File: src/rtl/wb_stream_pkg.sv
// Purpose: shared constants, FSM encoding and helpers for the WB burst-read stream block.
// Latency: n/a (declarations only).
// Backpressure: n/a.
// Contents: CTI/BTE codes, FSM state type, bytes-per-word helper.
package wb_stream_pkg;

  localparam logic [2:0] CTI_CLASSIC = 3'b000;
  localparam logic [2:0] CTI_INC     = 3'b010;
  localparam logic [2:0] CTI_EOB     = 3'b111;
  localparam logic [1:0] BTE_LINEAR  = 2'b00;

  typedef enum logic [1:0] {
    IDLE  = 2'd0,
    WAIT  = 2'd1,
    BURST = 2'd2,
    DONE  = 2'd3
  } state_t;

  // Bytes per bus word; the address step between beats.
  function automatic int wsb(input int dw);
    return dw / 8;
  endfunction

endpackage

File: src/rtl/wb_stream_writer_fifo.sv
// Purpose: first-word-fall-through synchronous FIFO with occupancy output.
// Latency: a written word is visible on rd_data/rd_valid one cycle after the write.
// Backpressure: writes are dropped when full unless a read frees a slot in the same cycle.
// Ports: clk/rst (async active-low), wr_en/wr_data push, rd_en pop, rd_data head word,
//        rd_valid not-empty, count occupancy (AW+1 bits).
module wb_stream_writer_fifo #(
  parameter int WIDTH = 32,
  parameter int AW    = 5
) (
  input  logic             clk,
  input  logic             rst,
  input  logic             wr_en,
  input  logic [WIDTH-1:0] wr_data,
  input  logic             rd_en,
  output logic [WIDTH-1:0] rd_data,
  output logic             rd_valid,
  output logic [AW:0]      count
);

  localparam int DEPTH = 2**AW;

  logic [WIDTH-1:0] mem [DEPTH];
  logic [AW-1:0]    wr_ptr;
  logic [AW-1:0]    rd_ptr;
  logic             rd_ok;
  logic             wr_ok;

  assign rd_ok    = rd_en && (count != '0);
  // A pop in the same cycle frees the slot, so a full FIFO can still accept.
  assign wr_ok    = wr_en && ((count != (AW+1)'(DEPTH)) || rd_ok);
  assign rd_valid = (count != '0);
  assign rd_data  = mem[rd_ptr];

  always_ff @(posedge clk or negedge rst) begin
    if (!rst) begin
      wr_ptr <= '0;
      rd_ptr <= '0;
      count  <= '0;
    end else begin
      if (wr_ok) wr_ptr <= wr_ptr + 1'b1;
      if (rd_ok) rd_ptr <= rd_ptr + 1'b1;
      count <= count + (AW+1)'(wr_ok) - (AW+1)'(rd_ok);
    end
  end

  always_ff @(posedge clk) begin
    if (wr_ok) mem[wr_ptr] <= wr_data;
  end

endmodule

File: src/rtl/wb_stream_writer.sv
// Purpose: Wishbone burst-read master streaming a memory buffer out as valid/ready words.
// Latency: bus ack to stream_valid is one cycle (through the FWFT FIFO).
// Backpressure: a burst starts only when the FIFO can absorb it whole; stream_ready stalls drain.
// Ports: clk/rst (async active-low); enable, start_adr, buf_size, burst_size config;
//        busy/irq/err status; wbm_* Wishbone master; stream_data/valid/ready output stream.
module wb_stream_writer
  import wb_stream_pkg::*;
#(
  parameter int WB_AW         = 32,
  parameter int WB_DW         = 32,
  parameter int FIFO_AW       = 5,
  parameter int MAX_BURST_LEN = 128
) (
  input  logic               clk,
  input  logic               rst,
  input  logic               enable,
  input  logic [WB_AW-1:0]   start_adr,
  input  logic [31:0]        buf_size,
  input  logic [31:0]        burst_size,
  output logic               busy,
  output logic               irq,
  output logic               err,
  output logic [WB_AW-1:0]   wbm_adr_o,
  output logic [WB_DW-1:0]   wbm_dat_o,
  output logic [WB_DW/8-1:0] wbm_sel_o,
  output logic               wbm_we_o,
  output logic               wbm_cyc_o,
  output logic               wbm_stb_o,
  output logic [2:0]         wbm_cti_o,
  output logic [1:0]         wbm_bte_o,
  input  logic [WB_DW-1:0]   wbm_dat_i,
  input  logic               wbm_ack_i,
  input  logic               wbm_err_i,
  input  logic               wbm_rty_i,
  output logic [WB_DW-1:0]   stream_data,
  output logic               stream_valid,
  input  logic               stream_ready
);

  localparam int WSB   = wsb(WB_DW);
  localparam int BCW   = $clog2(MAX_BURST_LEN) + 1;
  localparam int DEPTH = 2**FIFO_AW;

  state_t           state, state_nxt;
  logic [WB_AW-1:0] cur_adr, adr_q;
  logic [31:0]      remaining, burst_cfg;
  logic [BCW-1:0]   beats_left, len_q;
  logic [FIFO_AW:0] fifo_cnt;
  logic [31:0]      len_w, free_w, rem_after;
  logic             good_ack, final_ack, err_q, irq_q;

  assign len_w     = (burst_cfg < remaining) ? burst_cfg : remaining;
  assign free_w    = 32'(DEPTH) - 32'(fifo_cnt);
  assign rem_after = remaining - 32'(len_q);
  // err beats any ack in the same cycle; a retry never counts as a beat.
  assign good_ack  = (state == BURST) && wbm_ack_i && !wbm_err_i && !wbm_rty_i;
  assign final_ack = good_ack && (beats_left == BCW'(1));

  assign wbm_adr_o = adr_q;
  assign wbm_dat_o = '0;
  assign wbm_sel_o = '1;
  assign wbm_we_o  = 1'b0;
  assign wbm_bte_o = BTE_LINEAR;
  assign irq       = irq_q;
  assign err       = err_q;

  always_ff @(posedge clk or negedge rst) begin
    if (!rst) state <= IDLE;
    else      state <= state_nxt;
  end

  always_comb begin
    state_nxt = state;
    unique case (state)
      IDLE:  if (enable && !err_q) state_nxt = WAIT;
      WAIT: begin
        if (!enable)              state_nxt = IDLE;
        else if (free_w >= len_w) state_nxt = BURST;
      end
      BURST: begin
        if (wbm_err_i) state_nxt = IDLE;
        else if (final_ack) begin
          if (rem_after == '0) state_nxt = DONE;
          else if (!enable)    state_nxt = IDLE;
          else                 state_nxt = WAIT;
        end
      end
      DONE:    state_nxt = enable ? WAIT : IDLE;
      default: state_nxt = IDLE;
    endcase
  end

  always_comb begin
    wbm_cyc_o = 1'b0;
    wbm_stb_o = 1'b0;
    wbm_cti_o = CTI_CLASSIC;
    busy      = 1'b0;
    case (state)
      WAIT: busy = 1'b1;
      BURST: begin
        busy      = 1'b1;
        wbm_cyc_o = 1'b1;
        wbm_stb_o = 1'b1;
        wbm_cti_o = (beats_left == BCW'(1)) ? CTI_EOB : CTI_INC;
      end
      default: ;
    endcase
  end

  always_ff @(posedge clk or negedge rst) begin
    if (!rst) begin
      cur_adr    <= '0;
      adr_q      <= '0;
      remaining  <= '0;
      burst_cfg  <= '0;
      beats_left <= '0;
      len_q      <= '0;
      err_q      <= 1'b0;
      irq_q      <= 1'b0;
    end else begin
      irq_q <= 1'b0;
      if (!enable) err_q <= 1'b0;
      // Each buffer pass (fresh or looped) re-samples the config.
      if ((state == IDLE || state == DONE) && state_nxt == WAIT) begin
        cur_adr   <= start_adr;
        remaining <= buf_size;
        burst_cfg <= burst_size;
      end
      if (state == WAIT && state_nxt == BURST) begin
        adr_q      <= cur_adr;
        beats_left <= BCW'(len_w);
        len_q      <= BCW'(len_w);
      end
      if (state == BURST) begin
        if (wbm_err_i) begin
          err_q <= 1'b1;
        end else if (good_ack) begin
          adr_q      <= adr_q + WB_AW'(WSB);
          beats_left <= beats_left - 1'b1;
          if (final_ack) begin
            remaining <= rem_after;
            cur_adr   <= adr_q + WB_AW'(WSB);
            if (rem_after == '0) irq_q <= 1'b1;
          end
        end
      end
    end
  end

  wb_stream_writer_fifo #(
    .WIDTH (WB_DW),
    .AW    (FIFO_AW)
  ) u_fifo (
    .clk      (clk),
    .rst      (rst),
    .wr_en    (good_ack),
    .wr_data  (wbm_dat_i),
    .rd_en    (stream_ready),
    .rd_data  (stream_data),
    .rd_valid (stream_valid),
    .count    (fifo_cnt)
  );

endmodule

File: config.mk
export PLATFORM = sky130hd
export DESIGN_NAME = wb_stream_writer
export DESIGN_NICKNAME = d
export VERILOG_FILES = /design/src/rtl/wb_stream_pkg.sv /design/src/rtl/wb_stream_writer_fifo.sv /design/src/rtl/wb_stream_writer.sv
export SDC_FILE = /design/constraint.sdc
export NUM_CORES = 2
export LEC_CHECK = 0
export BUFFER_PORTS_ARGS = -buffer_cell sky130_fd_sc_hd__buf_2
export CORE_MARGIN = 8
export CORE_UTILIZATION = 35
export CTS_CLUSTER_DIAMETER = 40
export DETAILED_ROUTE_END_ITERATION = 8
export HOLD_SLACK_MARGIN = 0.06
export RECOVER_POWER = 50
export SETUP_SLACK_MARGIN = 0.4
export SYNTH_ARGS = -nofsm -noshare
export SYNTH_HDL_FRONTEND = slang
export SYNTH_SLANG_ARGS = --single-unit
File: constraint.sdc
create_clock -name clk -period 5.2 [get_ports clk]
set_input_delay 1.3 -clock clk [delete_from_list [all_inputs] [get_ports clk]]
set_output_delay 1.3 -clock clk [all_outputs]
set_load 0.02 [all_outputs]
Word level (Yosys, flattened, before mapping)
Memory sizes are Yosys's and may differ from the RTL's.
Index checks and enable logic that the tools add are counted.
- bits in registers: 164
- bits in writable memories: 1024
- bits of input ports: 135
- output and inout port bits: 112
- logic and storage cells: 89
- memories kept: 1
- memories (name ; words ; width ; rd ports ; clocked after memory_dff ; wr ports ; RTL line ; RTL):
    u_fifo.mem ; 32 ; 32 ; 1 ; 0 ; 1 ; wb_stream_writer_fifo.sv:22 ; logic [WIDTH-1:0] mem [DEPTH];
- add/subtract/negate cells: 8
- $lt $le $gt $ge: 2
- eq/ne operators: 7
- mux-type cells: 41
- reduce and logical (&&, ||, !) cells: 18
- operators with widths (cell ; count):
    $mux W32 ; 15
    $add A32 B3 Y32 const B ; 1
    $ge A32 B32 Y1 ; 1
    $logic_not A32 Y1 ; 1
    $lt A32 B32 Y1 ; 1
    $mux W8 ; 4
    $sub A32 B8 Y32 ; 1
    $mux W1 ; 13
    $mux W2 ; 6
    $add A5 B1 Y5 const B ; 2
    $logic_and A1 B1 Y1 ; 9
    $eq A8 B1 Y1 const B ; 1
    $pmux W2 S4 ; 1
    $sub A8 B1 Y8 const B ; 1
    $sub A6 B6 Y7 const A ; 1
    $add A6 B1 Y6 ; 1
    $eq A2 B2 Y1 const B ; 3
    $mux W3 ; 2
    $ne A6 B6 Y1 const B ; 1
    $reduce_bool A6 Y1 ; 1
    $sub A6 B1 Y6 ; 1
    $eq A2 B1 Y1 const B ; 2
    $logic_not A1 Y1 ; 3
    $logic_not A2 Y1 ; 1
    other kinds (2) ; 3

Longest topological paths before layout
- word-level depth: 15
- gate-level depth with buffers: 25
- mapped depth without buffers: 20

By module
Synthesis repeated with hierarchy kept, for this count alone.
- cell total of the unflattened synthesis: 3001
- area total of the unflattened synthesis: 50415.9 sq um
- by module, submodules not included (module ; instances ; cells each ; area each (sq um) ; seq. area each (sq um)):
    wb_stream_writer_fifo ; 1 ; 1803 ; 39680.6 ; 31149.9
    wb_stream_writer ; 1 ; 1198 ; 10735.3 ; 3703.6

Least setup slack after synthesis
No wires, ideal clock.
- path type: flip-flop to flip-flop
- from: register remaining[10]
- to: register burst_cfg[0]
- setup time: 0.125 ns
- data arrival time: 5.668 ns
- required time: 5.075 ns
- path slack: -0.593 ns
- stages on the path, launching flop included: 25
- period minus slack after synthesis: 5.793 ns
- path through: dfrtp_1 clkbuf_1 inv_1 ha_1 o21ai_0 o21ai_0 or3_1 a2111oi_0 nor3_1 a41o_1 clkbuf_1 clkbuf_1 buf_1 mux2i_1 ha_1 a21oi_1 o21ai_0 a2111oi_0 a211oi_1 o21ai_0 a21oi_1 or3_1 a211o_4 buf_6 mux2_4
- longest elaborated chain between the ends: 8
- elaborated cells between the ends (all ways): 13
- ends and longest elaborated chain (item ; RTL line ; RTL):
    start: declaration ; wb_stream_writer.sv:46 ; logic [31:0] remaining, burst_cfg;
    start signal: assignment ; wb_stream_writer.sv:126 ; remaining <= buf_size;
    start signal: assignment ; wb_stream_writer.sv:141 ; remaining <= rem_after;
    $lt A32 B32 Y1 / $sub A32 B8 Y32 (equally long branches) ; wb_stream_writer.sv:52, wb_stream_writer.sv:54 ;
    $mux W32 / $logic_not A32 Y1 (equally long branches) ; wb_stream_writer.sv:52, wb_stream_writer.sv:83 ;
    $ge A32 B32 Y1 / $mux W2 (equally long branches) ; wb_stream_writer.sv:78, wb_stream_writer.sv:83 ;
    $mux W2, on equally long branches ; wb_stream_writer.sv:78, wb_stream_writer.sv:82 ;
    $mux W2, on equally long branches ; wb_stream_writer.sv:77, wb_stream_writer.sv:81 ;
    $pmux W2 S4 (*) ; wb_stream_writer.sv:74 ; unique case (state)
    $eq A2 B1 Y1 (*) ; wb_stream_writer.sv:124 ; if ((state == IDLE || state == DONE) && state_nxt == WAIT) begin
    $logic_and A1 B1 Y1 (*) ; wb_stream_writer.sv:124 ;
    end signal: assignment ; wb_stream_writer.sv:127 ; burst_cfg <= burst_size;
    end: declaration ; wb_stream_writer.sv:46 ;
Every way passes the cells marked *; elsewhere a longest branch is shown, timed or not.
A chain may end at the register's enable or synchronous reset.

Worst setup path in the final report
- from: register remaining[17]
- to: register burst_cfg[10]
The elaborated chain is that of the path after synthesis.

==> impl_metrics.tcl <==
set metrics [dict create \
    p_sw_frac 0.337 \
    finalHoldViolations 0 \
    ant_nets 0 \
    clk_path_buf_depth 3 \
    drive_above_1_share 0.375 \
    viasPerCell 5.45 \
    status "finished, violations left" \
    critPathKind "reg -> reg" \
    fin_area_mm2 0.0630 \
    cp.required_ps 5820 \
    layout_commonest_cell "edfxtp_1" \
    die_area_mm2 0.157 \
    io_pins 247 \
    synth.top_cell.area_share 0.607 \
    cp.arrival_ps 5730 \
    worst_slew_pin_slew_ps 2230 \
    cts_tree "yes" \
    grt_max_degree 90 \
    top_layer_used "met5" \
    power_density_mw_per_mm2 604 \
    async_reset_ff_frac 0.138 \
    drc 0 \
    wl_met1_um 57400 \
    holdBufCountCts 0 \
    clock_latency_ps 770 \
    dp_hpwl_um 81500 \
    synth_seq_area_share 0.689 \
    yosys_warnings 0 \
    num_vias 28950 \
    coreArea_mm2 0.144 \
    gp_congestion 0.864 \
    synth_area_leaders "edfxtp_1 61%, mux4_2 14%, dfrtp_1 8.1%" \
    syn_inst 2814 \
    yosys.area.top_type "edfxtp_1" \
    grt_pass1_vias 28943 \
    ir_worst_vdd_v 0.000356 \
    maxSlewViolCount 76 \
    combPwrFrac 0.389 \
    fin_nets 3499 \
    drt_pass1_iterations 6 \
    maxCapViolations 1 \
    route.met2.wl_um 67400 \
    clock_skew_ps 51.1 \
    hp-class "reg -> reg" \
    clock-root-buffer "clkbuf_16" \
    power_switching_w 0.0128 \
    routedWlPerCell_um 26.0 \
    yosysUniqueCellTypes 80 \
    fillers 12444 \
    clock_sinks 1188 \
    rsz0062_at_grt "yes" \
    post_dp_cell_area_mm2 0.0553 \
    grt_pass1_wl_um 198000 \
    htreeDepth 4 \
    synthFlopType "edfxtp_1" \
    cts_buffers 168 \
    crit_path_start_kind "flip-flop" \
    areaGrowthSynthToFinish_pct 24.4 \
    violations "capacitance limit, slew limit" \
    hold_slack_ps 479 \
    netlist_area_mm2 0.0506 \
    port_buffers 207 \
    syn_avg_cell_area_um2 18.0 \
    die_h_um 396 \
    num_rows 139 \
    post-route-period-util 0.983 \
    max_slew_margin -0.484 \
    finalWirelength_um 138000 \
    cp_max_fo 5 \
    met3_length_um 9860 \
    setup_viol_count_final 0 \
    p_int_w 0.0252 \
    clock.fmax_mhz 196 \
    final_cell_mix "1024 x edfxtp_1, 320 x mux4_2, 179 x clkbuf_16" \
    start_util 0.352 \
    tns_ps 0 \
    leakagePower_nw 21.6 \
    sequentialPowerShare 0.314 \
    fp.dieW_um 396 \
    clkPwrFrac 0.297 \
    drt-initial-drc-count 2821 \
    grt_overflow_total 0 \
    hp-start "len_q[7]" \
    cp-end-kind "flip-flop" \
    grt_usage 0.168 \
    fin_crit_ps 5110 \
    r2r_start "remaining[17]" \
    grt_antenna_before_repair 10 \
    startpoint "remaining[17]" \
    synth_edf_count 1024 \
    clk_pin_slew_worst_paths_ps 50 \
    synth-seq-cells 1188 \
]
final timing paths:
path / cells after the start / endpoint / slack (ps)
worst min register to register: 2 / len_q[7] / 480
worst min-delay path: 2 / len_q[7] / 480
worst max register to register: 23 / burst_cfg[10] / 90
worst max-delay path: 23 / burst_cfg[10] / 90
max in group asynchronous: 1 / u_fifo.rd_ptr[3] / 2360
min in group asynchronous: 1 / burst_cfg[27] / 1170
cells in the mapped netlist (all sizes together) (19+ instances only):
cell / n
clkbuf: 113
nor3: 92
o211ai: 20
nor2: 120
ha: 95
edfxtp: 1024
xnor2: 35
mux4: 320
nand2: 105
mux2i: 40
xor2: 19
nand4: 23
mux2: 69
nand3: 67
dfrtp: 164
a211oi: 29
inv: 68
buf: 85
a21oi: 43
o21ai: 74
repair_timing:
item | 4_1_cts | 5_1_grt
pin swaps | 34 | 69
setup buffers | 32 | 19
endpoints found under the setup margin | 151 | 150
gates resized for setup | 81 | 207
gates cloned | 8 | 10
sequential cells by signal, indices dropped and copies added (netlist names):
register,flops
beats_left,8
burst_cfg,32
cur_adr,32
err,1
irq,1
len_q,8
remaining,32
state,2
u_fifo.count,6
u_fifo.mem,1024
u_fifo.rd_ptr,5
u_fifo.wr_ptr,5
wbm_adr_o,32
routing by layer:
metal | vias up | GRT usage
li1 | 12287 | -
met1 | 15256 | 0.228
met2 | 1163 | 0.276
met3 | 240 | 0.0339
met4 | 4 | 0.0481
met5 | - | 0
power by group through the flow:
stage,registers [W],clock network [W],logic [W]
6_report,0.0119,0.0113,0.0148
5_1_grt,0.0120,0.0119,0.0159
4_1_cts,0.0119,0.0115,0.0134
3_5_place_dp,0.0121,0,0.0127
3_3_place_gp,0.0121,0,0.0126
2_1_floorplan,0.0117,0,0.00900
critical path, cell delays in order (launching register included):
cell and delay (ps):
dfrtp_1 350, inv_1 60, ha_1 320, a211oi_2 200, o21bai_1 120, a211oi_2 180, o21ai_1 90, a221o_1 390
a41o_4 310, buf_4 160, buf_12 120, mux2_4 300, inv_2 50, ha_2 250, o21ai_1 140, o21ai_1 80
o211ai_1 110, a211oi_2 160, o21ai_4 200, a21oi_2 90, or3_4 380, a211o_4 400, clkbuf_16 190, mux2_4 290
through the flow:
stage	instances	util	setup slack, ps	total power (W)
2_1_floorplan	2851	-	333	0.0207
3_3_place_gp	4931	0.385	3.38	0.0247
3_5_place_dp	4931	0.385	-38.6	0.0248
4_1_cts	5276	0.429	191	0.0368
5_1_grt	5306	0.438	-45.0	0.0398
6_report	5308	0.439	87.6	0.0381
final cells by class:
| cell class | count | area, um2 | share of cell area |
|---|---|---|---|
| flip-flops and latches | 1188 | 34900 | 0.554 |
| repair buffers | 444 | 3700 | 0.0588 |
| inverters | 68 | 260 | 0.00413 |
| well taps | 1903 | 2380 | 0.0378 |
| clock buffers | 190 | 4370 | 0.0694 |
| clock inverters | 115 | 1290 | 0.0205 |
| multi-input cells | 1397 | 16100 | 0.256 |
| diodes | 3 | 7.51 | 0.000119 |
kinds of logic (layout without fill, tap and decap cells):
group | count (synthesis) | count (layout) | synth area share
flops | 1188 | 1188 | 0.689
compound gates | 292 | 292 | 0.0399
simple gates | 486 | 486 | 0.0464
other cells | 2 | 42 | 0.000148
fa+ha+maj | 97 | 97 | 0.0243
buf+inv | 266 | 817 | 0.0236
xor+xnor | 54 | 54 | 0.00934
mux | 429 | 429 | 0.168
No activity file was read; power rests on OpenSTA's default activity.
